## src/rtl/mem_arb_pkg.sv

```systemverilog
// mem_arb_pkg: shared state encoding, defaults and bus bundle for the mem_wb arbiter
package mem_arb_pkg;
  localparam logic [1:0] ST_IDLE = 2'd0;
  localparam logic [1:0] ST_GRANT0 = 2'd1;
  localparam logic [1:0] ST_GRANT1 = 2'd2;
  localparam int DEF_TIMEOUT_CYCLES = 16;
  typedef struct packed {
    logic cyc;
    logic stb;
    logic we;
    logic [3:0] sel;
    logic [31:0] adr;
    logic [31:0] dat;
  } wb_req_t;
endpackage

```

## src/rtl/mem_arb_rr2.sv

```systemverilog
// mem_arb_rr2: combinational 2-way round-robin picker; on a tie the master that did not go last wins
module mem_arb_rr2 (
  input  logic [1:0] req,
  input  logic       last,
  output logic [1:0] gnt
);
  always_comb gnt = (&req) ? (last ? 2'b01 : 2'b10) : req;
endmodule

```

## src/rtl/mem_wb_arbiter.sv

```systemverilog
// mem_wb_arbiter: two-master Wishbone arbiter for the SRAM slave with tenure-locked
// round-robin grant and a stall watchdog that aborts with err
module mem_wb_arbiter
  import mem_arb_pkg::*;
#(
  parameter int TIMEOUT_CYCLES = DEF_TIMEOUT_CYCLES,
  parameter int TO_WIDTH = 8
) (
  input  logic        wb_clk_i,
  input  logic        wb_rst_ni,
  input  logic        m0_wb_cyc_i,
  input  logic        m0_wb_stb_i,
  input  logic        m0_wb_we_i,
  input  logic [3:0]  m0_wb_sel_i,
  input  logic [31:0] m0_wb_adr_i,
  input  logic [31:0] m0_wb_dat_i,
  output logic [31:0] m0_wb_dat_o,
  output logic        m0_wb_ack_o,
  output logic        m0_wb_err_o,
  input  logic        m1_wb_cyc_i,
  input  logic        m1_wb_stb_i,
  input  logic        m1_wb_we_i,
  input  logic [3:0]  m1_wb_sel_i,
  input  logic [31:0] m1_wb_adr_i,
  input  logic [31:0] m1_wb_dat_i,
  output logic [31:0] m1_wb_dat_o,
  output logic        m1_wb_ack_o,
  output logic        m1_wb_err_o,
  output logic        s_wb_cyc_o,
  output logic        s_wb_stb_o,
  output logic        s_wb_we_o,
  output logic [3:0]  s_wb_sel_o,
  output logic [31:0] s_wb_adr_o,
  output logic [31:0] s_wb_dat_o,
  input  logic [31:0] s_wb_dat_i,
  input  logic        s_wb_ack_i
);
  localparam bit TO_EN = TIMEOUT_CYCLES > 0;
  localparam logic [TO_WIDTH-1:0] TO_LAST = TO_WIDTH'(TO_EN ? TIMEOUT_CYCLES - 1 : 0);
  logic [1:0] state, state_nxt, pick;
  logic last_grant, last_nxt, g0, g1, live, abort;
  logic [TO_WIDTH-1:0] to_cnt, to_nxt;
  wb_req_t m0, m1, mx;
  assign m0 = '{m0_wb_cyc_i, m0_wb_stb_i, m0_wb_we_i, m0_wb_sel_i, m0_wb_adr_i, m0_wb_dat_i};
  assign m1 = '{m1_wb_cyc_i, m1_wb_stb_i, m1_wb_we_i, m1_wb_sel_i, m1_wb_adr_i, m1_wb_dat_i};
  assign g0 = state == ST_GRANT0;
  assign g1 = state == ST_GRANT1;
  assign mx = g1 ? m1 : m0;
  // holder dropping cyc disconnects the slave immediately, so a late ack never leaks through
  assign live = (g0 | g1) & mx.cyc;
  assign abort = TO_EN && live && mx.stb && !s_wb_ack_i && to_cnt == TO_LAST;
  assign s_wb_cyc_o = live & ~abort;
  assign s_wb_stb_o = live & mx.stb & ~abort;
  assign s_wb_we_o = mx.we;
  assign s_wb_sel_o = mx.sel;
  assign s_wb_adr_o = mx.adr;
  assign s_wb_dat_o = mx.dat;
  assign m0_wb_dat_o = s_wb_dat_i;
  assign m1_wb_dat_o = s_wb_dat_i;
  assign m0_wb_ack_o = g0 & live & m0_wb_stb_i & s_wb_ack_i;
  assign m1_wb_ack_o = g1 & live & m1_wb_stb_i & s_wb_ack_i;
  assign m0_wb_err_o = g0 & abort;
  assign m1_wb_err_o = g1 & abort;
  mem_arb_rr2 u_rr (
    .req ({m1_wb_cyc_i, m0_wb_cyc_i}),
    .last(last_grant),
    .gnt (pick)
  );
  always_comb begin
    state_nxt = state == ST_IDLE ? (pick[0] ? ST_GRANT0 : pick[1] ? ST_GRANT1 : ST_IDLE) :
                live ? state :
                (g0 && m1_wb_cyc_i) ? ST_GRANT1 :
                (g1 && m0_wb_cyc_i) ? ST_GRANT0 : ST_IDLE;
    last_nxt = ((g0 | g1) && !live) ? g1 : last_grant;
    to_nxt = (TO_EN && live && mx.stb && !s_wb_ack_i && !abort) ? to_cnt + 1'b1 : '0;
  end
  always_ff @(posedge wb_clk_i or negedge wb_rst_ni) begin
    if (!wb_rst_ni) begin
      state <= ST_IDLE;
      last_grant <= 1'b1;
      to_cnt <= '0;
    end else begin
      state <= state_nxt;
      last_grant <= last_nxt;
      to_cnt <= to_nxt;
    end
  end
endmodule

```

## config.mk

```make
export PLATFORM = sky130hd
export DESIGN_NAME = mem_wb_arbiter
export DESIGN_NICKNAME = d
export VERILOG_FILES = /design/src/rtl/mem_arb_pkg.sv /design/src/rtl/mem_arb_rr2.sv /design/src/rtl/mem_wb_arbiter.sv
export SDC_FILE = /design/constraint.sdc
export NUM_CORES = 1
export LEC_CHECK = 0
export ABC_AREA = 0
export BUFFER_PORTS_ARGS = -buffer_cell sky130_fd_sc_hd__buf_2
export CAP_MARGIN = 5
export CELL_PAD_IN_SITES_DETAIL_PLACEMENT = 2
export CELL_PAD_IN_SITES_GLOBAL_PLACEMENT = 2
export CORE_AREA = 2 2 128 130
export DETAILED_ROUTE_END_ITERATION = 8
export DIE_AREA = 0 0 130 132
export GPL_TIMING_DRIVEN = 1
export PLACE_DENSITY = 0.91
export SYNTH_ARGS = -nofsm -noshare
export SYNTH_HDL_FRONTEND = slang
export SYNTH_SLANG_ARGS = --single-unit
```

## constraint.sdc

```tcl
create_clock -name wb_clk_i -period 2.4 [get_ports wb_clk_i]
set_clock_uncertainty 0.15 [all_clocks]
set_input_delay 0.24 -clock wb_clk_i [delete_from_list [all_inputs] [get_ports wb_clk_i]]
set_output_delay 0.24 -clock wb_clk_i [all_outputs]
set_load 0.05 [all_outputs]
```

==> flow_summary_export.csv <==
group,metric,value,unit
run_status,status,"finished, final reports clean",
final_layout,flow.area_growth_from_synthesis,50.84,%
critical_path,worst_ep_arrival_time,1.93,ns
sta,whs,0.1851,ns
die,core.rowCount,46,
die,fp.dieW,130,um
synth,post_synth.cell_area_avg,9.508,um^2
placement,post-place-cells,577,
die,die-area,0.01716,mm^2
cts,number_of_buffers_created_by_cts,3,
final_layout,final_core_utilization,19.35,%
cts,worst_skew_pair.late_latency,0.24,ns
sta,grt_setup_unrepaired,"no",
power_and_ir_drop,max-vdd-ir-drop,270.3,uV
final_layout,area_of_the_multi_input_gates,0.001209,mm^2
grt,grt-ovfl-total,0,
power_and_ir_drop,pwr-share-seq,7.4,%
final_layout,fillerInstances,1884,
power_and_ir_drop,cellPowerDensity,1044,mW/mm^2
synth,ys_top_cells_by_area,"sky130_fd_sc_hd__mux2_2 (39%), sky130_fd_sc_hd__buf_4 (25%), sky130_fd_sc_hd__dfrtp_1 (12%)",
die,die_height,132,um
synth,synthCells,212,
power_and_ir_drop,power.static_leakage,0.001493,uW
synth,post_synth_num_cell_types,35,
drt,routed_wire_length_per_instance,16.15,um
sta,slew_headroom,58.42,%
placement,dp_worst_setup_slack,0.2341,ns
sta,final_hold_violation_count,0,
power_and_ir_drop,power_report.internal_total,1280,uW
sta,setup_viol,0,
die,top_level_ports,316,
final_layout,final_net_count,549,
grt,grt_first_pass_wirelength,13280,um
synth,synthDominantAreaCellType,"sky130_fd_sc_hd__mux2_2",
critical_path,worstRegToRegCells,6,
sta,max_slew.worst_pin.slew,0.6224,ns
drt,finalWirelength,9399,um
synth,synth.top_cell.area_share,39.11,%
cts,htree_num_levels,1,
worst_hold_path,hold_start,"m0_wb_cyc_i",
sta,min_period_over_period,96.70,%
sta,setup_ws,0.07921,ns
critical_path,cp_num_buf_inv,2,
placement,port_buffers,219,
critical_path,cp-endpoint,"m1_wb_ack_o",
final_layout,antenna_cells_inserted,0,
final_layout,seqCellArea,276.5,um^2
synth,synth-warning-count,0,
drt,final_antenna_net_count,0,
cts,cts.sinks,11,
placement,dp_hpwl,8477,um
critical_path,crit_path_cell_count,6,
sta,maxSlewViolCount,0,
critical_path,worstReg2RegEnd,"to_cnt[4]$_DFF_PN0_",
die,effective_utilization_at_floorplan,12.83,%
cts,tritoncts,"yes",
synth,post_synthesis_net_count,394,
die,floorplan.core_area,0.01571,mm^2
sta,finalCriticalPeriod,2.321,ns
critical_path,timing.critical_path.slowest_stage_cell,"sky130_fd_sc_hd__dfrtp_1",
power_and_ir_drop,netSwitchingFraction,59.69,%
grt,largest_net_degree_at_the_start_of_global_routing,51,
grt,grt_pass1_vias,2402,
grt,antenna_found_initial,0,
grt,grt_usage,10.06,%
sta,fmax,430.9,MHz
power_and_ir_drop,power.net_switching,1895,uW
power_and_ir_drop,comb_power_share,83.1,%
power_and_ir_drop,power_frac_clock,9.5,%
critical_path,timing.critical_path.required,2.01,ns
critical_path,critPathTopFamily,"simple AND/OR/NAND/NOR gates",
cts,clockRootBuffer,"sky130_fd_sc_hd__clkbuf_16",
drt,first_pass_iters,4,
cts,cts.clk_slew.worst_paths,0.04,ns
placement,globalplace.congestion,0.8220,
drt,number_of_vias_per_cell,3.758,
critical_path,ff2ff_setup_slack,0.52,ns
cts,clock_tree.buffer_depth,2,
drt,routed-via-count,2187,
critical_path,start_kind,"register",
critical_path,critical_path.endpoint_type,"primary output",
drt,dr.first_iter.drc_count,30,
final_layout,final_layout_size_suffix_gt1_share,83.88,%
critical_path,regToRegStartpoint,"state[0]$_DFFE_PN0P_",
synth,ys_seq_area_share,13.72,%
synth,syn-cell-area,0.002016,mm^2
critical_path,timing.critical_path.from,"state[0]$_DFFE_PN0P_",
critical_path,timing_worst_setup_path_type,"reg2out",
synth,postSynthRegisterBits,11,
final_layout,layout_cells_excl_fill,582,
critical_path,cp_slowest_stage_delay,0.39,ns
drt,drt_drc,0,
flow_run,max_cap_viol_count,0,
critical_path,critical_path.cell_chain,"inv_2 > ha_1 > mux2_4 > and2_1 > and4_1 > clkbuf_4",
worst_hold_path,class_of_the_worst_hold_path,"in2reg",
critical_path,critical_path.max_fanout,6,
[placed cells by master, fill, tap and decap left out, types with 4 or more instances in the layout]
master / count
sky130_fd_sc_hd__buf_2: 215
sky130_fd_sc_hd__dfrtp_1: 10
sky130_fd_sc_hd__ha_1: 4
sky130_fd_sc_hd__inv_1: 5
sky130_fd_sc_hd__mux2_2: 69
sky130_fd_sc_hd__o21ai_0: 4
[power by group through the flow]
stage | clock network, uW | registers [uW] | logic, uW
2_1_floorplan | 0 | 227 | 2300
3_3_place_gp | 0 | 235 | 2610
3_5_place_dp | 0 | 237 | 2650
4_1_cts | 309 | 236 | 2660
5_1_grt | 322 | 238 | 2770
6_report | 302 | 236 | 2640
[worst min-delay path by stage]
stage	slack (ns)	end	cells past startpoint
floorplan	-0.21	state[0]$_DFFE_PN0P_	0
global placement	-0.03	state[1]$_DFFE_PN0P_	1
detailed placement	-0.02	to_cnt[2]$_DFF_PN0_	1
CTS	0.19	state[0]$_DFFE_PN0P_	3
global route	0.22	state[0]$_DFFE_PN0P_	3
finish	0.19	state[0]$_DFFE_PN0P_	3
[flip-flops by register name, summed over array words and instances, names as in the netlist]
name / flops
to_cnt: 8
last_grant: 1
state: 2
[routing by layer]
layer,global-route usage (%),vias up,part of all wire (%)
li1,-,988,-
met1,9.156,1018,31
met2,21.67,165,59
met3,2.070,16,9.3
met4,2.210,0,1.1
met5,0,-,0
[cell families (layout without fill, tap and decap cells)]
kind of cell	Yosys count	count (layout)	synth area share (%)
muxes	72	72	40.35
and+or+nand+nor	27	27	8.442
DFF	11	11	13.72
AOI/OAI and AO/OA	14	14	5.401
buffers and inverters	80	234	27.68
xor gates and xnor gates	3	3	1.304
adders and majority gates	5	5	3.104
[per-stage QoR]
step / total power (uW) / cell area, um^2 / setup TNS (ns)
finish: 3175 / 3040 / 0
global route: 3328 / 3040 / 0
CTS: 3208 / 3020 / 0
detailed placement: 2889 / 2932 / 0
global placement: 2847 / 2932 / 0
floorplan: 2529 / 2016 / -0.5018
[worst register-to-register path, cell delays in order, from the launching register on]
cell,delay [ns]
sky130_fd_sc_hd__dfrtp_1,0.39
sky130_fd_sc_hd__inv_2,0.11
sky130_fd_sc_hd__ha_1,0.22
sky130_fd_sc_hd__mux2_4,0.35
sky130_fd_sc_hd__nand4b_1,0.20
sky130_fd_sc_hd__buf_4,0.22
sky130_fd_sc_hd__nor3_1,0.08
[synthesized netlist by cell type, drive strengths merged]
master	instances
nand3	4
xnor2	2
inv	6
nor3	5
nand2b	1
o211ai	2
nand4	1
and4	2
dfrtp	10
o21a	1
dfstp	1
nor4	1
a21boi	1
a211o	1
o211a	1
nand2	3
xor2	1
o21ai	4
nor2	1
mux2i	1
and2	1
nand4b	1
nor2b	1
nand3b	2
nor3b	1
o31ai	1
a211oi	3
or3	3
mux2	71
buf	74
ha	5
[what timing repair did]
action / CTS / global route
gates resized for setup: 1 / 6
hold buffers: 1 / 0
pin swaps: 0 / 0
hold endpoints to repair: 11 / 0
buffers inserted: 0 / 0
endpoints found under the setup margin: 4 / 6
[final cells by class]
type | count | area share [%]
inverter | 6 | 0.7407
multi-input combinational | 121 | 39.75
sequential | 11 | 9.095
tap | 216 | 8.889
timing repair buffer | 224 | 38.93
clock buffer | 4 | 2.593
(Power assumes the default switching activity.)
